<file path="src/rtl/multicycle_control_if.sv">
// multicycle_control_if -- bundle between the multicycle control unit and
// its datapath.
//   Control/Funct3/Funct7_5 : instruction fields from the instruction register
//   Zero                    : ALU zero flag
//   Mem_Ready               : memory completion handshake
//   PC_Write..Illegal       : datapath strobes / selects
//   AluControl              : ALU operation (0000 AND, 0001 OR, 0010 ADD, 0110 SUB)
//   State                   : current FSM state
//   Instr_Count             : retired-instruction counter
// modport master = control unit, modport slave = datapath side.
interface multicycle_control_if;
    logic [6:0]  Control;
    logic [2:0]  Funct3;
    logic        Funct7_5;
    logic        Zero;
    logic        Mem_Ready;
    logic        PC_Write;
    logic        PC_Src;
    logic        IR_Write;
    logic        IorD;
    logic        Mem_Read;
    logic        Mem_Write;
    logic        ALU_Src;
    logic        Reg_Write;
    logic        Mem_To_Reg;
    logic        Illegal;
    logic [3:0]  AluControl;
    logic [2:0]  State;
    logic [31:0] Instr_Count;

    modport master (
        input  Control, Funct3, Funct7_5, Zero, Mem_Ready,
        output PC_Write, PC_Src, IR_Write, IorD, Mem_Read, Mem_Write,
               ALU_Src, Reg_Write, Mem_To_Reg, Illegal, AluControl,
               State, Instr_Count
    );

    modport slave (
        output Control, Funct3, Funct7_5, Zero, Mem_Ready,
        input  PC_Write, PC_Src, IR_Write, IorD, Mem_Read, Mem_Write,
               ALU_Src, Reg_Write, Mem_To_Reg, Illegal, AluControl,
               State, Instr_Count
    );
endinterface

</file>
<file path="src/rtl/multicycle_control.sv">
// multicycle_control -- FSM controller for a multicycle RV32 subset
// (R/I ALU ops, LW, SW, BEQ/BNE).
//   Clock : rising-edge clock
//   Reset : asynchronous active-high reset
//   bus   : multicycle_control_if.master (instruction fields, Zero,
//           Mem_Ready in; strobes, AluControl, State, Instr_Count out)
// Flow: FETCH -> DECODE -> EXECUTE -> [MEMORY] -> [WRITEBACK] -> FETCH.
// Outputs are combinational from the registered state and latched fields.
module multicycle_control (
    input  logic                   Clock,
    input  logic                   Reset,
    multicycle_control_if.master   bus
);
    typedef enum logic [2:0] {
        FETCH     = 3'd0,
        DECODE    = 3'd1,
        EXECUTE   = 3'd2,
        MEMORY    = 3'd3,
        WRITEBACK = 3'd4
    } state_e;

    typedef enum logic [2:0] {K_NONE, K_R, K_I, K_LD, K_ST, K_BR} kind_e;

    typedef struct packed {
        logic       legal;
        kind_e      kind;
        logic [3:0] alu;
    } dec_t;

    localparam logic [3:0] ALU_AND = 4'b0000;
    localparam logic [3:0] ALU_OR  = 4'b0001;
    localparam logic [3:0] ALU_ADD = 4'b0010;
    localparam logic [3:0] ALU_SUB = 4'b0110;

    localparam logic [6:0] OP_R  = 7'b0110011;
    localparam logic [6:0] OP_I  = 7'b0010011;
    localparam logic [6:0] OP_LD = 7'b0000011;
    localparam logic [6:0] OP_ST = 7'b0100011;
    localparam logic [6:0] OP_BR = 7'b1100011;

    function automatic dec_t f_decode(input logic [6:0] op, input logic [2:0] f3,
                                      input logic f75);
        dec_t d;
        d.legal = 1'b0;
        d.kind  = K_NONE;
        d.alu   = ALU_ADD;
        case (op)
            OP_R: begin
                case (f3)
                    3'b000: begin d.legal = 1'b1; d.kind = K_R; d.alu = f75 ? ALU_SUB : ALU_ADD; end
                    3'b111: begin d.legal = 1'b1; d.kind = K_R; d.alu = ALU_AND; end
                    3'b110: begin d.legal = 1'b1; d.kind = K_R; d.alu = ALU_OR;  end
                    default: ;
                endcase
            end
            OP_I: begin
                case (f3)
                    3'b000: begin d.legal = 1'b1; d.kind = K_I; d.alu = ALU_ADD; end
                    3'b111: begin d.legal = 1'b1; d.kind = K_I; d.alu = ALU_AND; end
                    3'b110: begin d.legal = 1'b1; d.kind = K_I; d.alu = ALU_OR;  end
                    default: ;
                endcase
            end
            OP_LD: if (f3 == 3'b010) begin d.legal = 1'b1; d.kind = K_LD; end
            OP_ST: if (f3 == 3'b010) begin d.legal = 1'b1; d.kind = K_ST; end
            OP_BR: if (f3 == 3'b000 || f3 == 3'b001) begin
                d.legal = 1'b1; d.kind = K_BR; d.alu = ALU_SUB;
            end
            default: ;
        endcase
        return d;
    endfunction

    state_e      r_state;
    logic [6:0]  r_op;
    logic [2:0]  r_f3;
    logic        r_f75;
    logic [31:0] r_count;

    state_e      w_next;
    dec_t        w_dec_live;   // decode of the IR as it stands (used in DECODE)
    dec_t        w_dec_lat;    // decode of the fields latched leaving DECODE
    logic        w_retire;
    logic        w_taken;
    logic        w_pc_write, w_pc_src, w_ir_write, w_iord, w_mem_read;
    logic        w_mem_write, w_alu_src, w_reg_write, w_mem_to_reg, w_illegal;
    logic [3:0]  w_alu;

    assign w_dec_live = f_decode(bus.Control, bus.Funct3, bus.Funct7_5);
    assign w_dec_lat  = f_decode(r_op, r_f3, r_f75);
    // BEQ is funct3 000, BNE is 001: bit 0 selects the Zero polarity
    assign w_taken    = r_f3[0] ? ~bus.Zero : bus.Zero;

    always_ff @(posedge Clock or posedge Reset) begin
        if (Reset) begin
            r_state <= FETCH;
            r_op    <= '0;
            r_f3    <= '0;
            r_f75   <= 1'b0;
            r_count <= '0;
        end else begin
            r_state <= w_next;
            if (r_state == DECODE) begin
                r_op  <= bus.Control;
                r_f3  <= bus.Funct3;
                r_f75 <= bus.Funct7_5;
            end
            if (w_retire) r_count <= r_count + 32'd1;
        end
    end

    always_comb begin
        w_next       = FETCH;
        w_retire     = 1'b0;
        w_pc_write   = 1'b0;
        w_pc_src     = 1'b0;
        w_ir_write   = 1'b0;
        w_iord       = 1'b0;
        w_mem_read   = 1'b0;
        w_mem_write  = 1'b0;
        w_alu_src    = 1'b0;
        w_reg_write  = 1'b0;
        w_mem_to_reg = 1'b0;
        w_illegal    = 1'b0;
        w_alu        = ALU_ADD;
        case (r_state)
            FETCH: begin
                w_mem_read = 1'b1;
                if (bus.Mem_Ready) begin
                    w_ir_write = 1'b1;
                    w_pc_write = 1'b1;
                    w_next     = DECODE;
                end else begin
                    w_next     = FETCH;
                end
            end
            DECODE: begin
                if (!w_dec_live.legal) begin
                    w_illegal = 1'b1;
                    w_next    = FETCH;
                end else begin
                    w_next    = EXECUTE;
                end
            end
            EXECUTE: begin
                w_alu     = w_dec_lat.alu;
                w_alu_src = (w_dec_lat.kind == K_I) || (w_dec_lat.kind == K_LD) ||
                            (w_dec_lat.kind == K_ST);
                case (w_dec_lat.kind)
                    K_BR: begin
                        w_pc_write = w_taken;
                        w_pc_src   = w_taken;
                        w_retire   = 1'b1;
                        w_next     = FETCH;
                    end
                    K_LD, K_ST: w_next = MEMORY;
                    default:    w_next = WRITEBACK;
                endcase
            end
            MEMORY: begin
                w_iord      = 1'b1;
                w_mem_read  = (w_dec_lat.kind == K_LD);
                w_mem_write = (w_dec_lat.kind == K_ST);
                if (bus.Mem_Ready) begin
                    w_next   = (w_dec_lat.kind == K_LD) ? WRITEBACK : FETCH;
                    w_retire = (w_dec_lat.kind == K_ST);
                end else begin
                    w_next   = MEMORY;
                end
            end
            WRITEBACK: begin
                w_reg_write  = 1'b1;
                w_mem_to_reg = (w_dec_lat.kind == K_LD);
                w_retire     = 1'b1;
                w_next       = FETCH;
            end
            default: w_next = FETCH;
        endcase
    end

    // Strobes are forced low while Reset is held, so FETCH's Mem_Read does
    // not leak out during reset.
    assign bus.PC_Write    = w_pc_write   & ~Reset;
    assign bus.PC_Src      = w_pc_src     & ~Reset;
    assign bus.IR_Write    = w_ir_write   & ~Reset;
    assign bus.IorD        = w_iord       & ~Reset;
    assign bus.Mem_Read    = w_mem_read   & ~Reset;
    assign bus.Mem_Write   = w_mem_write  & ~Reset;
    assign bus.ALU_Src     = w_alu_src    & ~Reset;
    assign bus.Reg_Write   = w_reg_write  & ~Reset;
    assign bus.Mem_To_Reg  = w_mem_to_reg & ~Reset;
    assign bus.Illegal     = w_illegal    & ~Reset;
    assign bus.AluControl  = w_alu;
    assign bus.State       = r_state;
    assign bus.Instr_Count = r_count;
endmodule

</file>
<file path="src/flat_wrapper.sv">
// flat-port wrapper written by rule: the top's interface ports become plain ports
module multicycle_control_flat 
  (Clock, Reset, bus_Control, bus_Funct3, bus_Funct7_5, bus_Zero, bus_Mem_Ready, bus_PC_Write, bus_PC_Src, bus_IR_Write, bus_IorD, bus_Mem_Read, bus_Mem_Write, bus_ALU_Src, bus_Reg_Write, bus_Mem_To_Reg, bus_Illegal, bus_AluControl, bus_State, bus_Instr_Count);
  multicycle_control_if bus_i ();
  input  logic Clock;
  input  logic Reset;
  input wire logic [$bits(bus_i.Control)-1:0] bus_Control;
  input wire logic [$bits(bus_i.Funct3)-1:0] bus_Funct3;
  input wire logic [$bits(bus_i.Funct7_5)-1:0] bus_Funct7_5;
  input wire logic [$bits(bus_i.Zero)-1:0] bus_Zero;
  input wire logic [$bits(bus_i.Mem_Ready)-1:0] bus_Mem_Ready;
  output wire logic [$bits(bus_i.PC_Write)-1:0] bus_PC_Write;
  output wire logic [$bits(bus_i.PC_Src)-1:0] bus_PC_Src;
  output wire logic [$bits(bus_i.IR_Write)-1:0] bus_IR_Write;
  output wire logic [$bits(bus_i.IorD)-1:0] bus_IorD;
  output wire logic [$bits(bus_i.Mem_Read)-1:0] bus_Mem_Read;
  output wire logic [$bits(bus_i.Mem_Write)-1:0] bus_Mem_Write;
  output wire logic [$bits(bus_i.ALU_Src)-1:0] bus_ALU_Src;
  output wire logic [$bits(bus_i.Reg_Write)-1:0] bus_Reg_Write;
  output wire logic [$bits(bus_i.Mem_To_Reg)-1:0] bus_Mem_To_Reg;
  output wire logic [$bits(bus_i.Illegal)-1:0] bus_Illegal;
  output wire logic [$bits(bus_i.AluControl)-1:0] bus_AluControl;
  output wire logic [$bits(bus_i.State)-1:0] bus_State;
  output wire logic [$bits(bus_i.Instr_Count)-1:0] bus_Instr_Count;
  assign bus_i.Control = bus_Control;
  assign bus_i.Funct3 = bus_Funct3;
  assign bus_i.Funct7_5 = bus_Funct7_5;
  assign bus_i.Zero = bus_Zero;
  assign bus_i.Mem_Ready = bus_Mem_Ready;
  assign bus_PC_Write = bus_i.PC_Write;
  assign bus_PC_Src = bus_i.PC_Src;
  assign bus_IR_Write = bus_i.IR_Write;
  assign bus_IorD = bus_i.IorD;
  assign bus_Mem_Read = bus_i.Mem_Read;
  assign bus_Mem_Write = bus_i.Mem_Write;
  assign bus_ALU_Src = bus_i.ALU_Src;
  assign bus_Reg_Write = bus_i.Reg_Write;
  assign bus_Mem_To_Reg = bus_i.Mem_To_Reg;
  assign bus_Illegal = bus_i.Illegal;
  assign bus_AluControl = bus_i.AluControl;
  assign bus_State = bus_i.State;
  assign bus_Instr_Count = bus_i.Instr_Count;
  multicycle_control u_core (.Clock(Clock), .Reset(Reset), .bus(bus_i));
endmodule
</file>
<file path="config.mk">
export PLATFORM = sky130hd
export DESIGN_NAME = multicycle_control_flat
export DESIGN_NICKNAME = d
export VERILOG_FILES = /design/src/rtl/multicycle_control_if.sv /design/src/rtl/multicycle_control.sv /design/src/flat_wrapper.sv
export SDC_FILE = /design/constraint.sdc
export NUM_CORES = 1
export LEC_CHECK = 0
export CAP_MARGIN = 0
export CORE_ASPECT_RATIO = 0.75
export CORE_MARGIN = 8
export CORE_UTILIZATION = 40
export CTS_BUF_LIST = sky130_fd_sc_hd__clkbuf_8
export CTS_CLUSTER_SIZE = 25
export DETAILED_ROUTE_END_ITERATION = 12
export PLACE_DENSITY = 0.68
export SYNTH_ARGS = -nofsm -noshare
export SYNTH_HDL_FRONTEND = slang
export SYNTH_SLANG_ARGS = --single-unit
</file>
<file path="constraint.sdc">
create_clock -name Clock -period 6.2 [get_ports Clock]
set_input_delay 1.24 -clock Clock [delete_from_list [all_inputs] [get_ports Clock]]
set_output_delay 1.24 -clock Clock [all_outputs]
set_load 0.02 [all_outputs]
</file>
==> impl_metrics.yaml, run 1 <==
critical_path:
  required_ps: 4960
  critical_path.top_delay_family: "compound AO/OA/AOI/OAI gates"
  slowest_stage: "clkdlybuf4s50_1"
  cp_cell_sequence: "or3b_1 -> a2111o_1 -> a211oi_1 -> nand2_1 -> o21ai_0 -> and3_1 -> clkdlybuf4s50_1"
  arrival_ps: 3110
  path_class: "register to output pin"
  cp_slowest_stage_delay_ps: 610
  start_kind: "register"
  cp-end-kind: "output pin"
  path_buf_inv: 1
  crit_path_max_fanout: 9
  regToRegSetupSlack_ps: 3360
run_status:
  outcome: "finished clean"
clock_tree:
  root_buffer: "clkbuf_8"
  clk_pin_slew_worst_paths_ps: 80
  ctsHoldBuffers: 0
  clock_sinks: 46
  cts_made_buffers: 5
  cts.path.max_buffers: 2
  cts_resized: 0
  cts-htree-levels: 2
  cts_setup_buffers: 0
  insertion_delay_ps: 290
  cts_tree: "done"
sta:
  maxSlewViolCount: 0
  max_slew.worst_pin.slew_ps: 1060
  finalHoldViolations: 0
  slew_headroom: 0.287
  layout_setup_ws_ps: 1850
  fin_skew_ps: 4.11
  finalSetupViolCount: 0
  max_freq_mhz: 230
  tns_ps: 0
  period_share: 0.701
  rsz0062_at_grt: "no"
  period_minus_slack_ps: 4350
global_routing:
  grt_pass1_vias: 1922
  busiest_layer: "met2"
  grt_max_degree: 47
  met1_usage: 0.183
  grt_usage: 0.140
  grt.met2_usage: 0.219
  grt_pass1_wl_um: 10100
  antenna_found_initial: 0
  grt_util_met3: 0.0363
  grt_overflow: 0
route:
  ant_nets: 0
  drt_iter0_drc: 115
  drt-total-wl_um: 6030
  vias: 1946
  viasPerCell: 5.18
  wl_per_cell_um: 16.0
  drcViolationCount: 0
  drt_pass1_iterations: 6
final_layout:
  mostFrequentLayoutCell: "clkdlybuf4s50_1"
  postLayoutCoreUtil: 0.544
  nNetsFinal: 314
  final_cell_mix: "62 x clkdlybuf4s50_1, 46 x dfrtp_1, 30 x xnor2_1"
  syn_to_final_growth_pct: 31.3
  final_cell_area_um2: 3150
  antennaDiodeCount: 0
  final_layout_size_suffix_gt1_frac: 0.0772
  final_cells: 376
synthesis:
  netlist_area_um2: 2400
  yosys-top-cells-area: "dfrtp_1 48%, xnor2_1 11%, mux2_2 4.2%"
  synthAdderAreaFrac: 0.00521
  synth-simple-area-share: 0.224
  synthXorXnorAreaFrac: 0.117
  synth.avg_cell_area_um2: 10.1
  yosysSeqAreaShare: 0.480
  yosys_register_bits: 46
  yosysTopAreaCellShare: 0.480
  netlist_instances: 238
  muxShareOfSynthArea: 0.0506
  synth-compound-area-share: 0.0824
  yosysTopAreaCell: "dfrtp_1"
  syn-num-nets: 254
  synth_cell_types: 44
  synth_top_family_by_area: "simple AND/OR/NAND/NOR gates"
  yosys_warnings: 0
pwr:
  power.leakage_uw: 0.00127
  power_density_nw_per_um2: 182
  irDropWorstVdd_v: 0.000131
floorplan:
  die_y_um: 83.1
  fp.coreArea_um2: 5800
  dieArea_um2: 8760
  initial_core_util: 0.414
  die_x_um: 105
  io_pins: 64
  rows: 24
placed_design:
  place_congestion: 0.785
  placed_cells: 369
  numPortBuffers: 62
  place_hpwl_um: 4500
  placed_area_um2: 3070
  pre_cts_slack_ps: 1980
job:
  cap_violations: 0
min_path:
  min_path_type: "register to register"
## metal layers
layer	vias up	share of wire	routed length, um
li1	951	-	-
met1	949	0.47	2830
met2	40	0.47	2820
met3	6	0.051	306
met4	0	0.011	68
met5	-	0	0
## synthesized netlist by cell type
| library cell | n |
|---|---|
| nor4_1 | 2 |
| nand3b_1 | 1 |
| nand2_1 | 26 |
| or3_1 | 4 |
| conb_1 | 1 |
| or3b_2 | 1 |
| nand4bb_1 | 1 |
| buf_6 | 2 |
| dfrtp_1 | 46 |
| xor2_1 | 2 |
| o21a_2 | 1 |
| nor2_1 | 9 |
| nand2b_1 | 3 |
| a211oi_1 | 1 |
| a2111oi_0 | 1 |
| buf_4 | 1 |
| o21a_1 | 1 |
| o211a_4 | 1 |
| buf_2 | 1 |
| o32ai_1 | 1 |
| o21ai_0 | 7 |
| or4_1 | 3 |
| or3b_1 | 1 |
| a31oi_1 | 1 |
| mux2_2 | 9 |
| and3_1 | 8 |
| and3b_1 | 1 |
| ha_1 | 1 |
| o32a_1 | 1 |
| nor3b_1 | 2 |
| inv_1 | 9 |
| nor3_1 | 10 |
| nand3_1 | 15 |
| a21boi_0 | 1 |
| xnor2_1 | 30 |
| o22ai_1 | 1 |
| clkbuf_1 | 7 |
| or2_2 | 1 |
| o41ai_4 | 1 |
| a21oi_1 | 7 |
| nand4_1 | 11 |
| nand4b_1 | 2 |
| a2111o_1 | 1 |
| mux2i_1 | 2 |
## power breakdown
group / internal, uW / switching [uW] / total, uW
sequential: 312 / 19.5 / 332
clock: 75.7 / 95.4 / 171
combinational: 35.9 / 36.1 / 72.0
total: 424 / 151 / 575
## per-stage QoR
| stage | hold slack [ps] | power (uW) |
|---|---|---|
| floorplan | 472 | 377 |
| global placement | 462 | 408 |
| detailed placement | 470 | 410 |
| CTS | 481 | 582 |
| global route | 516 | 605 |
| finish | 476 | 575 |
## state kept, by name, summed over array words and instances, names as in the netlist
signal and flops:
u_core.r_op 7, u_core.r_f75 1, u_core.r_f3 3, u_core.bus.State 3
u_core.bus.Instr_Count 32
## worst paths after layout
path | start | depth (start not counted) | endpoint
worst max-delay path | u_core.r_op[6]$_DFFE_PP0N_ | 7 | bus_PC_Write
worst min-delay path | u_core.bus.Instr_Count[31]$_DFFE_PP0P_ | 1 | u_core.bus.Instr_Count[31]$_DFFE_PP0P_
worst max register to register | u_core.r_op[6]$_DFFE_PP0N_ | 6 | u_core.bus.Instr_Count[28]$_DFFE_PP0P_
worst min register to register | u_core.bus.Instr_Count[31]$_DFFE_PP0P_ | 1 | u_core.bus.Instr_Count[31]$_DFFE_PP0P_
max in group asynchronous | Reset | 3 | u_core.bus.Instr_Count[2]$_DFFE_PP0P_
min in group asynchronous | Reset | 3 | u_core.r_f75$_DFFE_PP0N_
## logic make-up after synthesis
| kind of cell | after synthesis |
|---|---|
| flip-flops | 46 |
| AND/OR/NAND/NOR | 101 |
| adder cells (fa/ha/maj) | 1 |
| other | 1 |
| AO/OA/AOI/OAI | 26 |
| XOR/XNOR | 32 |
| buffers and inverters | 20 |
| multiplexers | 11 |
## cell type report
cell class                      instances  area, um2
Fill cell                             525       2640
Multi-Input combinational cell        172       1150
Sequential cell                        46       1150
Timing Repair Buffer                   64        636
Tap cell                               78       97.6
Clock buffer                            5       68.8
Inverter                                9       33.8
Clock inverter                          2       11.3
## worst reg2reg max path, delay by kind of cell, from the launching register on
family          cells  cell delay, ps
xor+xnor            1             180
simple gates        3            1210
flops               1             460
compound gates      2             870
(Power assumes the default switching activity.)
==> run 2: changes to the inputs <==
- clock period: 6.2 -> 4.2 ns (I/O delays scaled with it)
==> run 2 against run 1 <==
  * First-iteration DRC count down 33%
  * Register-to-register slack got worse by 2000 ps
  * Utilization grew 0.19 points
  * Clock power is 60% higher
  * Via count shrank 1.3%
  * Combinational power is 46% higher
  * Critical path depth did not move
  * Die area unchanged
  * Sequential power is 47% higher
  * Clock skew up 4.2 ps
  * Final cell count is 0.27% higher
  * Routed wire length decreased by 3.2%
  * Largest power group unchanged
==> impl_metrics.yaml, run 2 (synthesis results as in run 1) <==
run_status:
  outcome: "finished clean"
global_routing:
  grt_pass1_vias: 1902
  grt_overflow: 0
  antenna_found_initial: 0
  grt_max_degree: 47
  grt_usage: 0.134
  grt_pass1_wl_um: 9750
sta:
  max_slew.worst_pin.slew_ps: 964
  finalHoldViolations: 0
  period_minus_slack_ps: 3970
  maxSlewViolCount: 0
  rsz0062_at_grt: "no"
  slew_headroom: 0.352
  finalSetupViolCount: 0
  max_freq_mhz: 252
  fin_skew_ps: 8.31
  tns_ps: 0
  period_share: 0.946
floorplan:
  fp.coreArea_um2: 5800
  die_y_um: 83.1
  die_x_um: 105
  rows: 24
  dieArea_um2: 8760
  io_pins: 64
  initial_core_util: 0.414
pwr:
  power.leakage_uw: 0.00128
  irDropWorstVdd_v: 0.000140
  power_density_nw_per_um2: 275
  total_power_uw: 868
final_layout:
  nNetsFinal: 314
  syn_to_final_growth_pct: 31.8
  final_layout_size_suffix_gt1_frac: 0.0803
  regArea_um2: 1150
  final_cell_area_um2: 3160
  fillers: 522
  antennaDiodeCount: 0
  final_cell_mix: "62 x clkdlybuf4s50_1, 46 x dfrtp_1, 30 x xnor2_1"
  largest_register_ffs: 32
  multi_input_area_um2: 1150
  mostFrequentLayoutCell: "clkdlybuf4s50_1"
clock_tree:
  cts_made_buffers: 5
  ctsHoldBuffers: 0
  clk_pin_slew_worst_paths_ps: 80
  cts-htree-levels: 2
  cts_resized: 0
  cts_setup_buffers: 0
  cts_tree: "done"
  clock_sinks: 46
  insertion_delay_ps: 300
  cts.path.max_buffers: 2
  root_buffer: "clkbuf_8"
critical_path:
  cp_cell_sequence: "or3b_1 -> a2111o_1 -> a211oi_1 -> nand2_1 -> o21ai_0 -> and3_1 -> clkdlybuf4s50_1"
  slowest_stage: "clkdlybuf4s50_1"
  cp_slowest_stage_delay_ps: 600
  r2r_start: "u_core.r_op[6]$_DFFE_PP0N_"
  path_buf_inv: 1
  arrival_ps: 3130
  reg2reg_to: "u_core.bus.Instr_Count[10]$_DFFE_PP0P_"
  path_class: "register to output pin"
  start_kind: "register"
  crit_path_max_fanout: 9
  required_ps: 3360
  regToRegSetupSlack_ps: 1380
  cp-end-kind: "output pin"
  reg2reg_depth: 6
  critical_path.top_delay_family: "compound AO/OA/AOI/OAI gates"
min_path:
  min_path_type: "register to register"
  min_path_cells: 1
  hold-path-endpoint: "u_core.bus.Instr_Count[31]$_DFFE_PP0P_"
  hp-start: "u_core.bus.Instr_Count[31]$_DFFE_PP0P_"
placed_design:
  numPortBuffers: 62
  placed_area_um2: 3070
  place_congestion: 0.857
  place_hpwl_um: 4390
route:
  drcViolationCount: 0
  ant_nets: 0
  drt_pass1_iterations: 4
  viasPerCell: 5.10
  drt-total-wl_um: 5840
  wl_per_cell_um: 15.5
  drt_iter0_drc: 77
  vias: 1921
job:
  cap_violations: 0
## run 2: changes by cell type in the layout (fill, tap and decap cells not counted)
cell        previous run  this run
clkinv_2               0         1
clkinvlp_4             1         0
clkbuf_8               5         6
## run 2: report_power, final
part | total (uW) | internal (uW) | leakage (uW) | switching (uW)
Clock | 274 | 131 | 0.0000524 | 144
Sequential | 489 | 461 | 0.000613 | 28.1
Combinational | 105 | 52.8 | 0.000617 | 52.1
Total | 868 | 644 | 0.00128 | 224
## run 2: per-stage QoR
stage               worst slack (ps)  hold slack (ps)  instances   util
CTS                              234              476        377  0.546
global route                    32.5              495        377  0.546
floorplan                        837              472        238      -
detailed placement               572              469        369  0.530
finish                           226              474        377  0.546
global placement                 623              462        369  0.530
## run 2: per-layer routing
metal  track usage  up-vias  part of all wire
met3        0.0324        4             0.043
met5             0        -                 0
met2         0.207       36              0.46
met1         0.183      927              0.49
li1              -      954                 -
met4        0.0310        0            0.0065
## run 2: worst reg2reg max path, stage by stage (launching register included)
cell     delay, ps
dfrtp_1        460
or3b_1         460
or4_1          600
o41ai_4        440
o21a_2         410
nand4_1        170
xnor2_1        160
## run 2: layout make-up
class                      instances  area share
multi-input combinational        172       0.365
sequential                        46       0.364
timing repair buffer              64       0.201
tap                               78      0.0309
clock buffer                       6      0.0261
inverter                           9      0.0107
clock inverter                     2     0.00277
## run 2: how the worst max path moves through the flow
stage	start	to	slack (ps)	cells after the start
after floorplan	u_core.r_op[6]$_DFFE_PP0N_	bus_ALU_Src	840	4
after global placement	u_core.r_op[6]$_DFFE_PP0N_	bus_PC_Write	620	7
after detailed placement	u_core.r_op[6]$_DFFE_PP0N_	bus_PC_Write	570	7
after CTS	u_core.r_op[6]$_DFFE_PP0N_	bus_PC_Write	230	7
after global routing	u_core.r_op[6]$_DFFE_PP0N_	bus_PC_Write	30	7
final	u_core.r_op[6]$_DFFE_PP0N_	bus_PC_Write	230	7
